==> config.mk <==
export PLATFORM = sky130hd
export DESIGN_NAME = warp_xseqdiv
export DESIGN_NICKNAME = d
export VERILOG_FILES = /design/src/rtl/warp_xseqdiv_pkg.sv /design/src/rtl/warp_xdiv_step.sv /design/src/rtl/warp_xseqdiv.sv
export SDC_FILE = /design/constraint.sdc
export NUM_CORES = 2
export LEC_CHECK = 0
export BUFFER_PORTS_ARGS = -buffer_cell sky130_fd_sc_hd__buf_2
export CORE_MARGIN = 2
export CORE_UTILIZATION = 55
export CTS_BUF_LIST = sky130_fd_sc_hd__clkbuf_8
export DETAILED_ROUTE_END_ITERATION = 10
export MAX_ROUTING_LAYER = met4
export PLACE_DENSITY = 0.74
export SLEW_MARGIN = 10
export SYNTH_ARGS = -nofsm -noshare
export SYNTH_HDL_FRONTEND = slang
export SYNTH_HIERARCHICAL = 1
export SYNTH_SLANG_ARGS = --single-unit
==> constraint.sdc <==
create_clock -name i_clk -period 15.5 [get_ports i_clk]
set_clock_uncertainty 0.05 [all_clocks]
set_input_delay 0 -clock i_clk [delete_from_list [all_inputs] [get_ports i_clk]]
set_output_delay 0 -clock i_clk [all_outputs]
set_load 0.02 [all_outputs]
==> src/rtl/warp_xseqdiv_pkg.sv <==
// Shared definitions for the sequential divider: FSM state encodings and
// the fixed results returned for divide-by-zero and signed overflow.
package warp_defines;

  typedef enum logic [2:0] {
    ST_IDLE   = 3'd0,
    ST_PREP   = 3'd1,
    ST_DIVIDE = 3'd2,
    ST_FIXUP  = 3'd3,
    ST_DONE   = 3'd4
  } state_t;

  localparam int CNT_W = 7;

  localparam logic [63:0] DIV0_QUOTIENT = 64'hFFFF_FFFF_FFFF_FFFF;
  localparam logic [63:0] OVF_REMAINDER = 64'h0000_0000_0000_0000;
  localparam logic [31:0] WORD_MIN      = 32'h8000_0000;

endpackage

==> src/rtl/warp_xdiv_step.sv <==
// One restoring-division iteration: shift the next dividend bit into the
// partial remainder, trial-subtract the divisor, keep the result if it fits.
module warp_xdiv_step #(
  parameter int XLEN = 64
) (
  input  logic [XLEN-1:0] rem_in,
  input  logic [XLEN-1:0] quo_in,
  input  logic [XLEN-1:0] divisor,
  output logic [XLEN-1:0] rem_out,
  output logic [XLEN-1:0] quo_out
);

  logic [XLEN:0] shifted_s;
  logic [XLEN:0] diff_s;
  logic          qbit_s;

  // Trial subtract; a clear borrow bit means the divisor fits.
  always_comb begin
    shifted_s = {rem_in, quo_in[XLEN-1]};
    diff_s    = shifted_s - {1'b0, divisor};
    if (!diff_s[XLEN]) begin
      rem_out = diff_s[XLEN-1:0];
      qbit_s  = 1'b1;
    end else begin
      rem_out = shifted_s[XLEN-1:0];
      qbit_s  = 1'b0;
    end
    quo_out = {quo_in[XLEN-2:0], qbit_s};
  end

endmodule

==> src/rtl/warp_xseqdiv.sv <==
// Multi-cycle signed/unsigned divider (RISC-V div/divu/rem/remu and word
// forms) with kill support; BPC quotient bits are retired per DIVIDE cycle.
module warp_xseqdiv
  import warp_defines::*;
#(
  parameter int XLEN = 64,
  parameter int BPC  = 1
) (
  input  logic            i_clk,
  input  logic            i_rst,
  input  logic            i_input_valid,
  output logic            o_input_ready,
  input  logic [XLEN-1:0] i_op1,
  input  logic [XLEN-1:0] i_op2,
  input  logic [4:0]      i_rd,
  input  logic            i_unsigned,
  input  logic            i_word,
  input  logic            i_kill,
  output logic            o_valid,
  output logic [XLEN-1:0] o_quotient,
  output logic [XLEN-1:0] o_remainder,
  output logic [4:0]      o_rd
);

  localparam logic [CNT_W-1:0] N_FULL = CNT_W'(XLEN / BPC - 1);
  localparam logic [CNT_W-1:0] N_WORD = CNT_W'(32 / BPC - 1);
  localparam logic [XLEN-1:0]  XMIN   = {1'b1, {(XLEN-1){1'b0}}};
  localparam logic [XLEN-1:0]  ONES   = {XLEN{1'b1}};
  localparam logic [XLEN-1:0]  ZERO   = {XLEN{1'b0}};

  state_t            state_r, next_s;
  logic [XLEN-1:0]   op1_r, op2_r, dvs_r, rem_r, quo_r;
  logic [XLEN-1:0]   quot_r, remd_r;
  logic [4:0]        rd_r, ord_r;
  logic              uns_r, word_r, q_neg_r, r_neg_r;
  logic [CNT_W-1:0]  cnt_r;

  logic [XLEN-1:0]   a_ext_s, b_ext_s, a_abs_s, b_abs_s;
  logic [XLEN-1:0]   res_q_s, res_r_s, out_q_s, out_r_s;
  logic              a_neg_s, b_neg_s, div0_s, ovf_s, special_s;

  logic [XLEN-1:0]   rem_c_s [BPC+1];
  logic [XLEN-1:0]   quo_c_s [BPC+1];

  function automatic logic [XLEN-1:0] ext32(input logic [31:0] v, input logic sgn);
    logic [XLEN-1:0] e;
    e       = {XLEN{sgn & v[31]}};
    e[31:0] = v;
    return e;
  endfunction

  function automatic logic [XLEN-1:0] neg_if(input logic [XLEN-1:0] v, input logic n);
    return n ? (~v + {{(XLEN-1){1'b0}}, 1'b1}) : v;
  endfunction

  // Operand conditioning, special-case detection and result selection.
  always_comb begin
    a_ext_s   = word_r ? ext32(op1_r[31:0], ~uns_r) : op1_r;
    b_ext_s   = word_r ? ext32(op2_r[31:0], ~uns_r) : op2_r;
    a_neg_s   = ~uns_r & a_ext_s[XLEN-1];
    b_neg_s   = ~uns_r & b_ext_s[XLEN-1];
    a_abs_s   = neg_if(a_ext_s, a_neg_s);
    b_abs_s   = neg_if(b_ext_s, b_neg_s);
    div0_s    = (b_ext_s == ZERO);
    ovf_s     = ~uns_r & (b_ext_s == ONES) &
                (a_ext_s == (word_r ? ext32(WORD_MIN, 1'b1) : XMIN));
    special_s = div0_s | ovf_s;
    if (state_r == ST_PREP) begin
      res_q_s = div0_s ? DIV0_QUOTIENT[XLEN-1:0] : a_ext_s;
      res_r_s = div0_s ? a_ext_s : OVF_REMAINDER[XLEN-1:0];
    end else begin
      res_q_s = neg_if(quo_r, q_neg_r);
      res_r_s = neg_if(rem_r, r_neg_r);
    end
    out_q_s = word_r ? ext32(res_q_s[31:0], 1'b1) : res_q_s;
    out_r_s = word_r ? ext32(res_r_s[31:0], 1'b1) : res_r_s;
  end

  assign rem_c_s[0] = rem_r;
  assign quo_c_s[0] = quo_r;

  for (genvar g = 0; g < BPC; g++) begin : g_step
    warp_xdiv_step #(.XLEN(XLEN)) u_step (
      .rem_in  (rem_c_s[g]),
      .quo_in  (quo_c_s[g]),
      .divisor (dvs_r),
      .rem_out (rem_c_s[g+1]),
      .quo_out (quo_c_s[g+1])
    );
  end

  // FSM state register.
  always_ff @(posedge i_clk or posedge i_rst) begin
    if (i_rst) state_r <= ST_IDLE;
    else       state_r <= next_s;
  end

  // FSM next state; kill wins over every advance outside IDLE.
  always_comb begin
    next_s = ST_IDLE;
    case (state_r)
      ST_IDLE:   next_s = i_input_valid ? ST_PREP : ST_IDLE;
      ST_PREP:   next_s = i_kill ? ST_IDLE : (special_s ? ST_DONE : ST_DIVIDE);
      ST_DIVIDE: next_s = i_kill ? ST_IDLE : ((cnt_r == {CNT_W{1'b0}}) ? ST_FIXUP : ST_DIVIDE);
      ST_FIXUP:  next_s = i_kill ? ST_IDLE : ST_DONE;
      ST_DONE:   next_s = ST_IDLE;
      default:   next_s = ST_IDLE;
    endcase
  end

  // FSM outputs.
  always_comb begin
    o_input_ready = (state_r == ST_IDLE);
    o_valid       = (state_r == ST_DONE) & ~i_kill;
  end

  // Operand capture and iterative datapath.
  always_ff @(posedge i_clk or posedge i_rst) begin
    if (i_rst) begin
      op1_r   <= ZERO;
      op2_r   <= ZERO;
      rd_r    <= 5'd0;
      uns_r   <= 1'b0;
      word_r  <= 1'b0;
      dvs_r   <= ZERO;
      rem_r   <= ZERO;
      quo_r   <= ZERO;
      q_neg_r <= 1'b0;
      r_neg_r <= 1'b0;
      cnt_r   <= {CNT_W{1'b0}};
    end else begin
      case (state_r)
        ST_IDLE: begin
          if (i_input_valid) begin
            op1_r  <= i_op1;
            op2_r  <= i_op2;
            rd_r   <= i_rd;
            uns_r  <= i_unsigned;
            word_r <= (XLEN == 64) ? i_word : 1'b0;
          end
        end
        ST_PREP: begin
          cnt_r   <= word_r ? N_WORD : N_FULL;
          rem_r   <= ZERO;
          // Word mode starts the dividend at bit 31 so only 32 bits are walked.
          quo_r   <= word_r ? (a_abs_s << 6'd32) : a_abs_s;
          dvs_r   <= b_abs_s;
          q_neg_r <= a_neg_s ^ b_neg_s;
          r_neg_r <= a_neg_s;
        end
        ST_DIVIDE: begin
          rem_r <= rem_c_s[BPC];
          quo_r <= quo_c_s[BPC];
          cnt_r <= cnt_r - {{(CNT_W-1){1'b0}}, 1'b1};
        end
        default: begin
        end
      endcase
    end
  end

  // Result registers load only on entry to DONE and hold otherwise.
  always_ff @(posedge i_clk or posedge i_rst) begin
    if (i_rst) begin
      quot_r <= ZERO;
      remd_r <= ZERO;
      ord_r  <= 5'd0;
    end else if ((next_s == ST_DONE) && (state_r != ST_DONE)) begin
      quot_r <= out_q_s;
      remd_r <= out_r_s;
      ord_r  <= rd_r;
    end
  end

  assign o_quotient  = quot_r;
  assign o_remainder = remd_r;
  assign o_rd        = ord_r;

endmodule

==> flow_summary.json <==
{
  "status": "finished, final reports clean",
  "grt-ovfl-total": 0,
  "row_count": 87,
  "cts_tree": "built",
  "period_needed_ns": 5.03,
  "drc": 0,
  "synth_fp_nets": 4022,
  "syn_to_final_growth_pct": 20.0,
  "wl_per_cell_um": 23.7,
  "vias_per_cell": 6.43,
  "tightest_slew_ns": 1.42,
  "sw_frac_of_total_pct": 51.6,
  "synth.largest_area_cell": "dfrtp_1",
  "max_slew_margin_pct": 4.24,
  "grt_first_pass_wirelength_um": 182000,
  "cts_max_path_buffers": 3,
  "seq_area_um2": 11800,
  "fmax_ghz": 0.199,
  "clock-root-buffer": "clkbuf_8",
  "synth_area_per_cell_um2": 8.18,
  "synthCells": 3812,
  "r2r_slack_ns": 10.47,
  "yosysMostFrequentCell": "nand2_1",
  "clk_latency_ns": 0.71,
  "final_cells": 5022,
  "fin_nets": 4400,
  "grt_usage_pct": 40.9,
  "coreArea_um2": 56200,
  "cts_made_buffers": 85,
  "finalHoldViolCount": 0,
  "tns_ns": 0,
  "cts_setup_buffers": 0,
  "setup_viol": 0,
  "grt_pass1_vias": 30400,
  "clk_pin_slew_worst_paths_ns": 0.07,
  "crit_path_start_kind": "flip-flop",
  "rr_worst_depth": 10,
  "p_switching_w": 0.00448,
  "peakVddDrop_v": 0.000266,
  "cp_data_arrival_time_ns": 5.57,
  "synth_common_cells": "nand2_1 (681), dfrtp_1 (472), o21ai_0 (397)",
  "min_to": "state_r[1]$_DFF_PP0_",
  "r2r-end": "o_quotient[52]$_DFFE_PP0P_",
  "seq_area_frac_synth_pct": 37.9,
  "multi_input_area_um2": 17200,
  "die-area_um2": 58600,
  "drv_slew": 0,
  "initial_core_util_pct": 55.5,
  "p_int_w": 0.00421,
  "clkPwrFrac_pct": 15.7,
  "hold_path_depth": 3,
  "yosysWarningCount": 6,
  "fp.dieW_um": 242,
  "top_level_ports": 274,
  "hold-worst-slack_ns": 0.0202,
  "reg2reg_from": "word_r$_DFFE_PP0P_",
  "holdCritStartpoint": "i_kill",
  "die_h_um": 242,
  "dp_cells": 4535,
  "ys.flop_type": "dfrtp_1",
  "hpwl_um": 78300,
  "synth.distinct_cells": 98,
  "postRouteAntennaNets": 0,
  "nFillCells": 4611,
  "worstSetupPathType": "reg -> reg",
  "fin_crit_sh_pct": 32.4,
  "utilization_pct": 66.6,
  "drive_gt1_share_pct": 12.2,
  "grt_max_degree": 125,
  "drt-total-wl_um": 119000,
  "cp_max_fo": 112,
  "seqPwrFrac_pct": 27.9,
  "portBuffers": 273,
  "rsz0062_at_grt": "no",
  "synthTopCellsByArea": "dfrtp_1 (38%), nand2_1 (8.2%), o21ai_0 (6.4%)",
  "worstHoldPathType": "in -> reg",
  "htreeDepth": 3,
  "gp_congestion": 1.01,
  "antenna_found_initial": 7,
  "synth_edf_count": 0,
  "crit_required_ns": 16.04,
  "cts.sinks": 472,
  "leakagePower_nw": 16.8,
  "async_reset_ff_share_pct": 100,
  "drt_iter0_drc": 4246,
  "synth-seq-cells": 472,
  "yosys.area.top_type_share_pct": 37.9,
  "dr.pass1.iters": 7,
  "syn_area_um2": 31200,
  "maxCapViolCount": 0,
  "via_count": 32300,
  "power_density_nw_per_um2": 233,
  "endpoint_kind": "flip-flop",
  "power_frac_comb_pct": 56.4
}
state kept, by name, indices dropped and copies added (netlist names), 3 cells and up:
| name | cells |
|---|---|
| o_quotient | 64 |
| state_r | 3 |
| cnt_r | 7 |
| quo_r | 64 |
| o_rd | 5 |
| o_remainder | 64 |
| op1_r | 64 |
| dvs_r | 64 |
| op2_r | 64 |
| rd_r | 5 |
| rem_r | 64 |
per-layer routing:
metal | wire length (um) | GRT usage, %
met4 | 5600 | 17.4
met5 | 0 | -
met3 | 13700 | 10.6
met2 | 50700 | 58.3
met1 | 48900 | 55.0
placed cells by master, fill, tap and decap left out, drive strengths merged, types with 12 or more instances in the layout:
| master | synthesis | routed |
|---|---|---|
| a211oi | 13 | 13 |
| a21o | 28 | 28 |
| a21oi | 162 | 162 |
| a221oi | 25 | 25 |
| a22o | 66 | 66 |
| a22oi | 62 | 62 |
| a31oi | 55 | 55 |
| a41oi | 12 | 12 |
| buf | 135 | 309 |
| clkbuf | 207 | 114 |
| dfrtp | 472 | 472 |
| dlygate4sd3 | 0 | 324 |
| ha | 70 | 70 |
| inv | 139 | 161 |
| mux2i | 18 | 18 |
| nand2 | 682 | 682 |
| nand2b | 19 | 19 |
| nand3 | 35 | 35 |
| nand4 | 65 | 65 |
| nor2 | 275 | 275 |
| nor3 | 66 | 66 |
| nor4 | 53 | 53 |
| o21a | 20 | 20 |
| o21ai | 409 | 409 |
| o21bai | 14 | 14 |
| o221ai | 25 | 25 |
| o22a | 18 | 18 |
| o22ai | 27 | 27 |
| o311ai | 13 | 13 |
| o31ai | 74 | 74 |
| o41ai | 47 | 47 |
| or2 | 20 | 20 |
| or3 | 43 | 43 |
| or4 | 32 | 32 |
| xnor2 | 158 | 158 |
| xor2 | 126 | 126 |
cell type report:
| class | count | area share [%] |
|---|---|---|
| antenna | 9 | 0.0602 |
| tap | 756 | 2.53 |
| multi-input combinational | 2859 | 46.1 |
| timing repair buffer | 633 | 13.0 |
| clock buffer | 114 | 4.20 |
| inverter | 139 | 1.43 |
| sequential | 472 | 31.6 |
| clock inverter | 40 | 1.03 |
worst max-delay path, stage by stage, from the launching register on:
cell and delay [ns]:
dfrtp_4 0.66, inv_1 0.11, buf_4 0.49, nor2_1 0.33
a31oi_1 0.85, nor3_4 0.05, buf_4 0.29, o31ai_4 0.63
buf_4 0.87, nor2_1 0.21, a221o_1 0.31
power groups by stage:
stage | combinational (W) | clock (W) | sequential, W
2_1_floorplan | 0.00338 | 0 | 0.00226
3_3_place_gp | 0.00457 | 0 | 0.00238
3_5_place_dp | 0.00460 | 0 | 0.00239
4_1_cts | 0.00472 | 0.00136 | 0.00237
5_1_grt | 0.00529 | 0.00143 | 0.00246
6_report | 0.00490 | 0.00137 | 0.00242
cells by family (layout without fill, tap and decap cells):
group	Yosys count	after routing	share of synthesized area (%)
simple gates	1346	1346	19.6
compound gates	1138	1138	23.9
buf+inv	481	926	7.08
flops	472	472	37.9
xor+xnor	284	284	8.00
fa+ha+maj	71	71	2.87
mux	20	20	0.650
other cells	0	9	0
worst max path at each step:
stage	start	end	slack, ns	cells past startpoint
6_report	word_r$_DFFE_PP0P_	o_quotient[52]$_DFFE_PP0P_	10.47	10
4_1_cts	word_r$_DFFE_PP0P_	o_quotient[48]$_DFFE_PP0P_	10.54	10
3_5_place_dp	word_r$_DFFE_PP0P_	o_quotient[52]$_DFFE_PP0P_	10.54	10
3_3_place_gp	word_r$_DFFE_PP0P_	o_quotient[52]$_DFFE_PP0P_	10.65	10
2_1_floorplan	i_rst	cnt_r[0]$_DFFE_PP0P_	2.28	1
5_1_grt	word_r$_DFFE_PP0P_	o_quotient[52]$_DFFE_PP0P_	10.17	10
through the flow:
step / power (W) / setup WS, ns / instance area (um^2)
after floorplan: 0.00564 / 2.28 / 31200
after global placement: 0.00695 / 10.65 / 32200
after detailed placement: 0.00699 / 10.54 / 32200
after CTS: 0.00845 / 10.54 / 37400
after global routing: 0.00918 / 10.17 / 37400
final: 0.00870 / 10.47 / 37400
repair_timing:
action	CTS	global route
hold endpoints to repair	237	0
hold buffers	324	0
gates resized for setup	0	0
Power figures use the tool's default switching activity.
